## src/rtl/popcnt32_seq.sv

```systemverilog
// Sequential population count / Hamming distance: counts one operand byte per cycle
// through a three-state IDLE/BUSY/DONE FSM with fixed latency of NBYTES+1 cycles.
module popcnt32_seq #(
  parameter int NBYTES = 4
) (
  input  logic                  i_clk,
  input  logic                  i_rst,
  input  logic                  i_start,
  input  logic                  i_mode,
  input  logic [8*NBYTES-1:0]   i_a,
  input  logic [8*NBYTES-1:0]   i_b,
  output logic                  o_ready,
  output logic                  o_busy,
  output logic                  o_done,
  output logic [31:0]           o_result,
  output logic                  o_zero
);

  typedef enum logic [1:0] {IDLE, BUSY, DONE} state_t;

  localparam logic [1:0] IDX_LAST = 2'(NBYTES - 1);

  state_t                   r_state, w_next;
  logic [NBYTES-1:0][7:0]   r_operand;
  logic [5:0]               r_acc, r_result, w_sum;
  logic [1:0]               r_idx;
  logic [7:0]               w_byte;
  logic [3:0]               w_bytecnt;
  logic                     w_accept, w_last;

  assign w_accept = (r_state == IDLE) && i_start;
  assign w_last   = (r_idx == IDX_LAST);
  assign w_byte   = r_operand[r_idx];

  always_comb begin
    w_bytecnt = '0;
    for (int i = 0; i < 8; i++) w_bytecnt = w_bytecnt + {3'b000, w_byte[i]};
  end

  // Max sum is 32, so 6 bits never overflow.
  assign w_sum = r_acc + {2'b00, w_bytecnt};

  always_ff @(posedge i_clk) begin
    if (i_rst) r_state <= IDLE;
    else       r_state <= w_next;
  end

  always_comb begin
    w_next  = r_state;
    o_ready = 1'b0;
    o_busy  = 1'b0;
    o_done  = 1'b0;
    case (r_state)
      IDLE: begin
        o_ready = 1'b1;
        if (i_start) w_next = BUSY;
      end
      BUSY: begin
        o_busy = 1'b1;
        if (w_last) w_next = DONE;
      end
      DONE: begin
        o_done = 1'b1;
        w_next = IDLE;
      end
      default: w_next = IDLE;
    endcase
  end

  always_ff @(posedge i_clk) begin
    if (i_rst) begin
      r_operand <= '0;
      r_acc     <= '0;
      r_idx     <= '0;
      r_result  <= '0;
    end else if (w_accept) begin
      r_operand <= i_mode ? (i_a ^ i_b) : i_a;
      r_acc     <= '0;
      r_idx     <= '0;
    end else if (r_state == BUSY) begin
      r_acc <= w_sum;
      r_idx <= r_idx + 2'd1;
      if (w_last) r_result <= w_sum;
    end
  end

  assign o_result = {26'd0, r_result};
  assign o_zero   = (r_result == 6'd0);

endmodule

```

## config.mk

```make
export PLATFORM = sky130hd
export DESIGN_NAME = popcnt32_seq
export DESIGN_NICKNAME = d
export VERILOG_FILES = /design/src/rtl/popcnt32_seq.sv
export SDC_FILE = /design/constraint.sdc
export NUM_CORES = 1
export LEC_CHECK = 0
export ABC_AREA = 1
export CAP_MARGIN = 10
export CORE_MARGIN = 3
export CORE_UTILIZATION = 33
export CTS_CLUSTER_SIZE = 20
export DETAILED_ROUTE_END_ITERATION = 7
export SLEW_MARGIN = 40
export SYNTH_ARGS = -nofsm -noshare
export SYNTH_HDL_FRONTEND = slang
export SYNTH_SLANG_ARGS = --single-unit
```

## constraint.sdc

```tcl
create_clock -name i_clk -period 4.8 [get_ports i_clk]
set_input_delay 0.96 -clock i_clk [delete_from_list [all_inputs] [get_ports i_clk]]
set_output_delay 0.96 -clock i_clk [all_outputs]
set_load 0.03 [all_outputs]
```

==> metrics.md, run 1 <==
| Metric | Value |
|---|---|
| Synth top area share | `0.3292` |
| Total track usage | `0.1332` |
| Post-Route WL | `around 6700 um` |
| Worst-path clk slew | `90 ps` |
| Worst-Skew Late Latency | `300 ps` |
| Top cell by count, worst path | `fa_1` |
| I/O Buffers | `between 70 and 80` |
| Worst hold path type | `register to register` |
| Buffer count from post-CTS setup fixing | `0` |
| Total core area | `~8400 sq um` |
| Clk root buf | `clkbuf_8` |
| Net Sw Frac | `0.3233` |
| Sequential Power Share | `0.450` |
| Max Cap Violations | `0` |
| Largest family of logic cells by synthesized area | `compound AO/OA/AOI/OAI gates` |
| P per Cell Area | `around 270 nW/um^2` |
| Filler cells | `approximately 870` |
| Post-Synth Adder-Cell Area | `0.06429` |
| Post-synthesis mux area share | `0` |
| Mapped cell area | `approximately 2900 sq um` |
| Max-slew violation count | `0` |
| H-tree Lvls | `2` |
| Die area | `about 10000 sq um` |
| Die width | `between 100 and 150 um` |
| Crit path largest cell delay | `between 600 and 700 ps` |
| Vias per cell | `between 4 and 5` |
| Hpwl dp | `between 5000 and 6000 um` |
| Avg Cell Area, Syn | `just under 8 sq um` |
| Synth area leader | `dfxtp_1` |
| Max Buffers Root-to-Sink | `2` |
| Nets@finish | `520` |
| Fin crit share | `0.8923` |
| First-pass GRT wire length | `10930 um` |
| Place WS | `516.3 ps` |
| Xor-xnor portion of the synthesized cell area | `0.1020` |
| Synth Area in Compound Gates | `0.1959` |
| CP max FO | `19` |
| Finished Core Util | `0.4387` |
| Multi-input logic area | `about 1600 sq um` |
| Critical-path top delay cell | `dfxtp_1` |
| ANT cells | `0` |
| LEAKAGE | `roughly 1.6 nW` |
| Startpoint Class | `register` |
| First-pass DRT Iterations | `4` |
| Largest net degree at the start of global routing | `66` |
| Post-route ant nets | `0` |
| Initial Utilization | `0.3483` |
| Run status | `complete, no violations` |
| Setup TNS | `0 ps` |
| Fmax | `about 0.23 GHz` |
| Skew final | `roughly 12 ps` |
| Top post-synthesis cells by area | `dfxtp_1, nand2_1, xor2_1` |
| Setup Crit Path Kind | `register to register` |
| CP Capture Type | `register` |
| Synth unique cells | `32` |
| DR vias | `about 2500` |
| Crit-path cells | `clkinv_1 > nand2_1 > a32o_1 > fa_1 > inv_1 > fa_1 > inv_1 > fa_1 > fa_1 > inv_1 > fa_1 > nand3_1 > nand3_1 > nand3_1 > o211ai_1 > inv_1` |
| Share of cells above drive strength 1 | `0.06591` |
| GRT overflow | `0` |
| Sequential Area | `~960 sq um` |
| CTS tree | `built` |
| Final worst setup slack | `just over 500 ps` |
| Row cnt | `33` |
| CTS Buf Count | `5` |
| Routability cong. | `0.8364` |
| Gate Count Post-Synth | `376` |
| Clock Sinks | `between 40 and 50` |
| Post-route DRC violation count | `0` |
| FF+latch count, synth | `48` |
| Initial antenna violation count | `0` |
| Boundary pin count | `approximately 100` |
| Starting DRC count in detailed routing | `86` |
| CP required | `~5000 ps` |
| Most frequent cells in the layout | `nand2_1, clkdlybuf4s50_1, dfxtp_1, a21oi_1, xor2_1` |
| Combinational power share | `0.305` |
| Area grow syn2layout | `25.98%` |
| Commonest non-fill, non-tap cell in the layout | `nand2_1` |
| Post-layout min period | `4283 ps` |
| Hold_buf cts | `0` |
| Net Sw Power | `about 0.00032 W` |
| Crit path DAT | `4480 ps` |
| Max_slew headroom | `0.5362` |
| Hold Violations, Final | `0` |
| Post-CTS sizing | `0` |
| Synthesis Warnings | `0` |
| Sequential share of the synthesized area | `0.3292` |
| RSZ-0062 raised after global routing | `no` |
| Vias in the first global route | `approximately 2300` |
| VDD IR max | `roughly 0.16 mV` |
| Wire per inst | `between 10 and 15 um` |
| Chip height | `between 100 and 150 um` |
| Clock power frac | `0.245` |
| Simple-Gate Fraction of Synth Area | `0.1607` |
| Cell-internal power | `0.0006803 W` |
| Final setup viols | `0` |
| Slew @ Worst Pin | `between 600 and 700 ps` |
[power groups by stage]
stage	combinational (W)	sequential, W	clock [W]
6_report	0.000307	0.000453	0.000246
5_1_grt	0.000352	0.000456	0.000267
4_1_cts	0.000310	0.000453	0.000252
3_5_place_dp	0.000308	0.000462	0
3_3_place_gp	0.000304	0.000462	0
2_1_floorplan	0.000236	0.000452	0
[worst paths after layout]
check | start | end | slack, ps | depth (start not counted)
setup / recovery | r_idx[0] | r_acc[4] | 520 | 16
hold / removal | r_acc[2] | r_acc[2] | 490 | 2
setup reg to reg | r_idx[0] | r_acc[4] | 520 | 16
hold reg to reg | r_acc[2] | r_acc[2] | 490 | 2
[kinds of logic (layout without fill, tap and decap cells)]
logic type	count (synthesis)	count (layout)
and+or+nand+nor	113	113
AOI/OAI and AO/OA	96	96
buffers and inverters	72	111
DFF	48	48
xor gates and xnor gates	34	34
adders and majority gates	12	12
other	1	26
[flip-flops by register name (all words and copies together) (netlist names)]
signal and count:
r_acc 6, r_result 6, r_state 2, r_idx 2, r_operand 32
[cells in the mapped netlist (all sizes together)]
cell type and number:
nand2 85, dfxtp 48, a21oi 45, buf 41, o21ai 39, xor2 34, inv 26, nor2 14
nand3 11, ha 7, a32o 6, fa 5, clkbuf 4, o211ai 2, o21a 2, o22ai 2
clkinv 1, conb 1, nor3b 1, nor4 1, or2 1
[final cells by class]
type,instances,share of cell area
clock buffers,6,0.02246
multi-input cells,281,0.4416
well taps,105,0.03573
inverters,27,0.02824
clock inverters,1,0.002382
repair buffers,77,0.2082
flip-flops and latches,48,0.2613
[routing by layer]
metal | vias to the layer above | track usage | wire length (um)
met2 | 64 | 0.2263 | 3239
li1 | 1302 | - | -
met1 | 1107 | 0.1757 | 2956
met4 | 0 | 0.02487 | 44
met5 | - | 0 | 0
met3 | 5 | 0.02919 | 432
[per-stage QoR]
stage	hold WS [ps]	cells	total power (W)	instance area, sq um
floorplan	449.3	401	0.0006873	3013
global placement	465.8	538	0.0007666	3588
detailed placement	464.8	538	0.0007694	3586
CTS	480.4	545	0.001015	3677
global route	506.8	545	0.001075	3677
finish	486.6	545	0.001005	3677
[worst max-delay path: cells and delay by family (launching register included)]
family | cells | cell delay (ps)
and+or+nand+nor | 4 | 470
adders and majority gates | 5 | 1870
AOI/OAI and AO/OA | 2 | 300
buffers and inverters | 5 | 870
DFF | 1 | 680
Power figures use the tool's default switching activity.
==> run 2: changes to the inputs <==
CTS_CLUSTER_DIAMETER = 50   (was unset)
==> results of run 2 <==
Same layout as run 1: the final DEF is identical, and so are final timing and power.
==> run 3: changes to the inputs <==
CAP_MARGIN = unset   (was 10)
CTS_CLUSTER_SIZE = 40   (was 20)
clock period = 4.27 ns   (was 4.8 ns; I/O delays follow)
==> run 3 against run 2 <==
  * Routed wire length hardly changed
  * Via count increased by 1.4%
  * Sequential cell count unchanged
  * Non-clock buffer count grew 2
  * Die area did not move
  * Largest cell class unchanged
  * Fmax up 9.3%
  * Highest routed layer unchanged
  * Critical path type unchanged
  * Clock-buffer cell count decreased by 1
  * Combinational power grew 13%
  * Total power is 16% higher
  * Sequential power is 12% higher
  * Largest power group unchanged
  * Final cell count grew 0.18%
==> metrics.md, run 3 (synthesized netlist as in run 1, its figures left out) <==
| Metric | Value |
|---|---|
| Hold Violations, Final | `0 (unchanged)` |
| Row cnt | `33 (unchanged)` |
| Initial antenna violation count | `0 (unchanged)` |
| Area grow syn2layout | `26.92%` |
| Initial Utilization | `0.3483 (unchanged)` |
| CP top delay family | `adder cells` |
| Post-layout min period | `3919 ps (-363.6 ps)` |
| CP required | `4470 ps (-530 ps)` |
| Die width | `100.1 um (unchanged)` |
| Fmax | `0.2551 GHz (+9.3%)` |
| DR vias | `2513 (+1.4%)` |
| Placed Area | `3601 sq um (+0.42%)` |
| Worst hold path type | `register to register` |
| H-tree Lvls | `2 (unchanged)` |
| Fin crit share | `0.9179 (+0.02560)` |
| Cell area after layout | `3705 sq um (+0.75%)` |
| Run status | `complete, no violations` |
| P per Cell Area | `315.1 nW/um^2 (+15%)` |
| Startpoint Class | `register` |
| ANT cells | `0 (unchanged)` |
| Crit-path cells | `inv_1 > a21oi_1 > a32o_1 > fa_1 > inv_1 > fa_1 > inv_1 > fa_1 > fa_1 > inv_1 > fa_1 > nand3_1 > nand2_1 > nand2_1 > nand3_1 > o211ai_1 > inv_1` |
| First-pass GRT wire length | `11030 um (+0.95%)` |
| Wire per inst | `12.22 um (-0.20%)` |
| Max Buffers Root-to-Sink | `2 (unchanged)` |
| Post-route ant nets | `0 (unchanged)` |
| CTS tree | `built` |
| Max_slew headroom | `0.5496 (+0.01337)` |
| Post-Route WL | `6672 um (about the same)` |
| Crit path DAT | `4110 ps (-370 ps)` |
| Routability cong. | `0.8624 (+3.1%)` |
| Final setup viols | `0 (unchanged)` |
| Nets@finish | `522 (+0.38%)` |
| Vias in the first global route | `2361 (+1.1%)` |
| Hpwl dp | `5041 um (-0.45%)` |
| Regs by FF count | `r_operand (32), r_acc (6), r_result (6)` |
| Total track usage | `0.1349 (+0.001707)` |
| Die area | `10010 sq um (unchanged)` |
| Max FFs per register | `32 (unchanged)` |
| Setup Crit Path Kind | `register to register` |
| Clk root buf | `clkbuf_8` |
| Critical-path top delay cell | `fa_1` |
| Most frequent cells in the layout | `nand2_1, clkdlybuf4s50_1, dfxtp_1, a21oi_1, xor2_1` |
| Slew @ Worst Pin | `674.6 ps (-20.02 ps)` |
| Largest net degree at the start of global routing | `66 (unchanged)` |
| RSZ-0062 raised after global routing | `no` |
| CP Capture Type | `register` |
| VDD IR max | `0.1353 mV (-13%)` |
| Sum of buffers and inverters on the critical path | `5 (unchanged)` |
| Boundary pin count | `104 (unchanged)` |
| Filler cells | `844 (-3.1%)` |
| Starting DRC count in detailed routing | `69 (-20%)` |
| Max-slew violation count | `0 (unchanged)` |
| Skew final | `3.651 ps (-8.725 ps)` |
| GRT overflow | `0 (unchanged)` |
| Max Cap Violations | `0 (unchanged)` |
| Share of cells above drive strength 1 | `0.07256 (+0.006653)` |
| CTS Buf Count | `5 (unchanged)` |
| Vias per cell | `4.603 (+1.2%)` |
| Chip height | `100.1 um (unchanged)` |
| Total core area | `8382 sq um (unchanged)` |
| First-pass DRT Iterations | `4 (unchanged)` |
| Crit path largest cell delay | `560 ps (-120 ps)` |
| I/O Buffers | `77 (unchanged)` |
| Worst-Skew Late Latency | `290 ps (about the same)` |
| Placed cells | `540 (+0.37%)` |
| Most flop-heavy register | `r_operand` |
| CP max FO | `14 (-5)` |
| Post-route DRC violation count | `0 (unchanged)` |
| Final std cells w/o fill | `546 (+0.18%)` |
| LEAKAGE | `1.577 nW (+0.80%)` |
| Worst-path clk slew | `80 ps (about the same)` |
| Commonest non-fill, non-tap cell in the layout | `nand2_1` |
| Clock Sinks | `48 (unchanged)` |
| Setup TNS | `0 ps (unchanged)` |
[run 3: area by class of cell]
type	count	area (sq um)	share of cell area
well taps	105	131.4	0.03546
flip-flops and latches	48	962.2	0.2597
repair buffers	79	780.7	0.2107
multi-input cells	281	1624	0.4384
clock buffers	5	68.82	0.01857
inverters	27	107.6	0.02904
clock inverters	1	30.03	0.008105
[run 3: final timing paths]
check / from / to / slack (ps) / cells after the start
max: r_idx[1] / r_acc[4] / 350 / 17
min: r_acc[1] / r_acc[1] / 480 / 2
max reg2reg: r_idx[1] / r_acc[4] / 350 / 17
min reg2reg: r_acc[1] / r_acc[1] / 480 / 2
[run 3: routing by layer]
layer | vias up | global-route usage | share of wire
met1 | 1146 | 0.1786 | 0.45
li1 | 1299 | - | -
met5 | - | 0 | 0
met3 | 7 | 0.02988 | 0.064
met2 | 61 | 0.2222 | 0.48
met4 | 0 | 0.03731 | 0.010
[run 3: per-stage QoR]
step / util / hold WS, ps / worst slack, ps / total power [W]
floorplan: - / 449.3 / 408.0 / 0.0007726
global placement: 0.4299 / 467.7 / 351.7 / 0.0008634
detailed placement: 0.4296 / 472.0 / 186.7 / 0.0008687
CTS: 0.4414 / 485.7 / 183.4 / 0.001183
global route: 0.4420 / 515.3 / 112.9 / 0.001250
finish: 0.4420 / 481.5 / 350.6 / 0.001167
[run 3: where the power goes]
group | total, W | internal, W | switching [W]
clock | 0.000313 | 0.000168 | 0.000145
combinational | 0.000346 | 0.000154 | 0.000192
sequential | 0.000509 | 0.000483 | 0.0000260
[run 3: repair_timing]
item	in CTS	in global routing
resized for setup	0	2
endpoints found under the setup margin	0	8
buffers inserted	0	0
hold buffers	0	0
[run 3: tightest hold or removal path: stages, from the launching register on]
cell,delay [ps]
dfxtp_1,330
nand2_1,60
a21oi_1,50
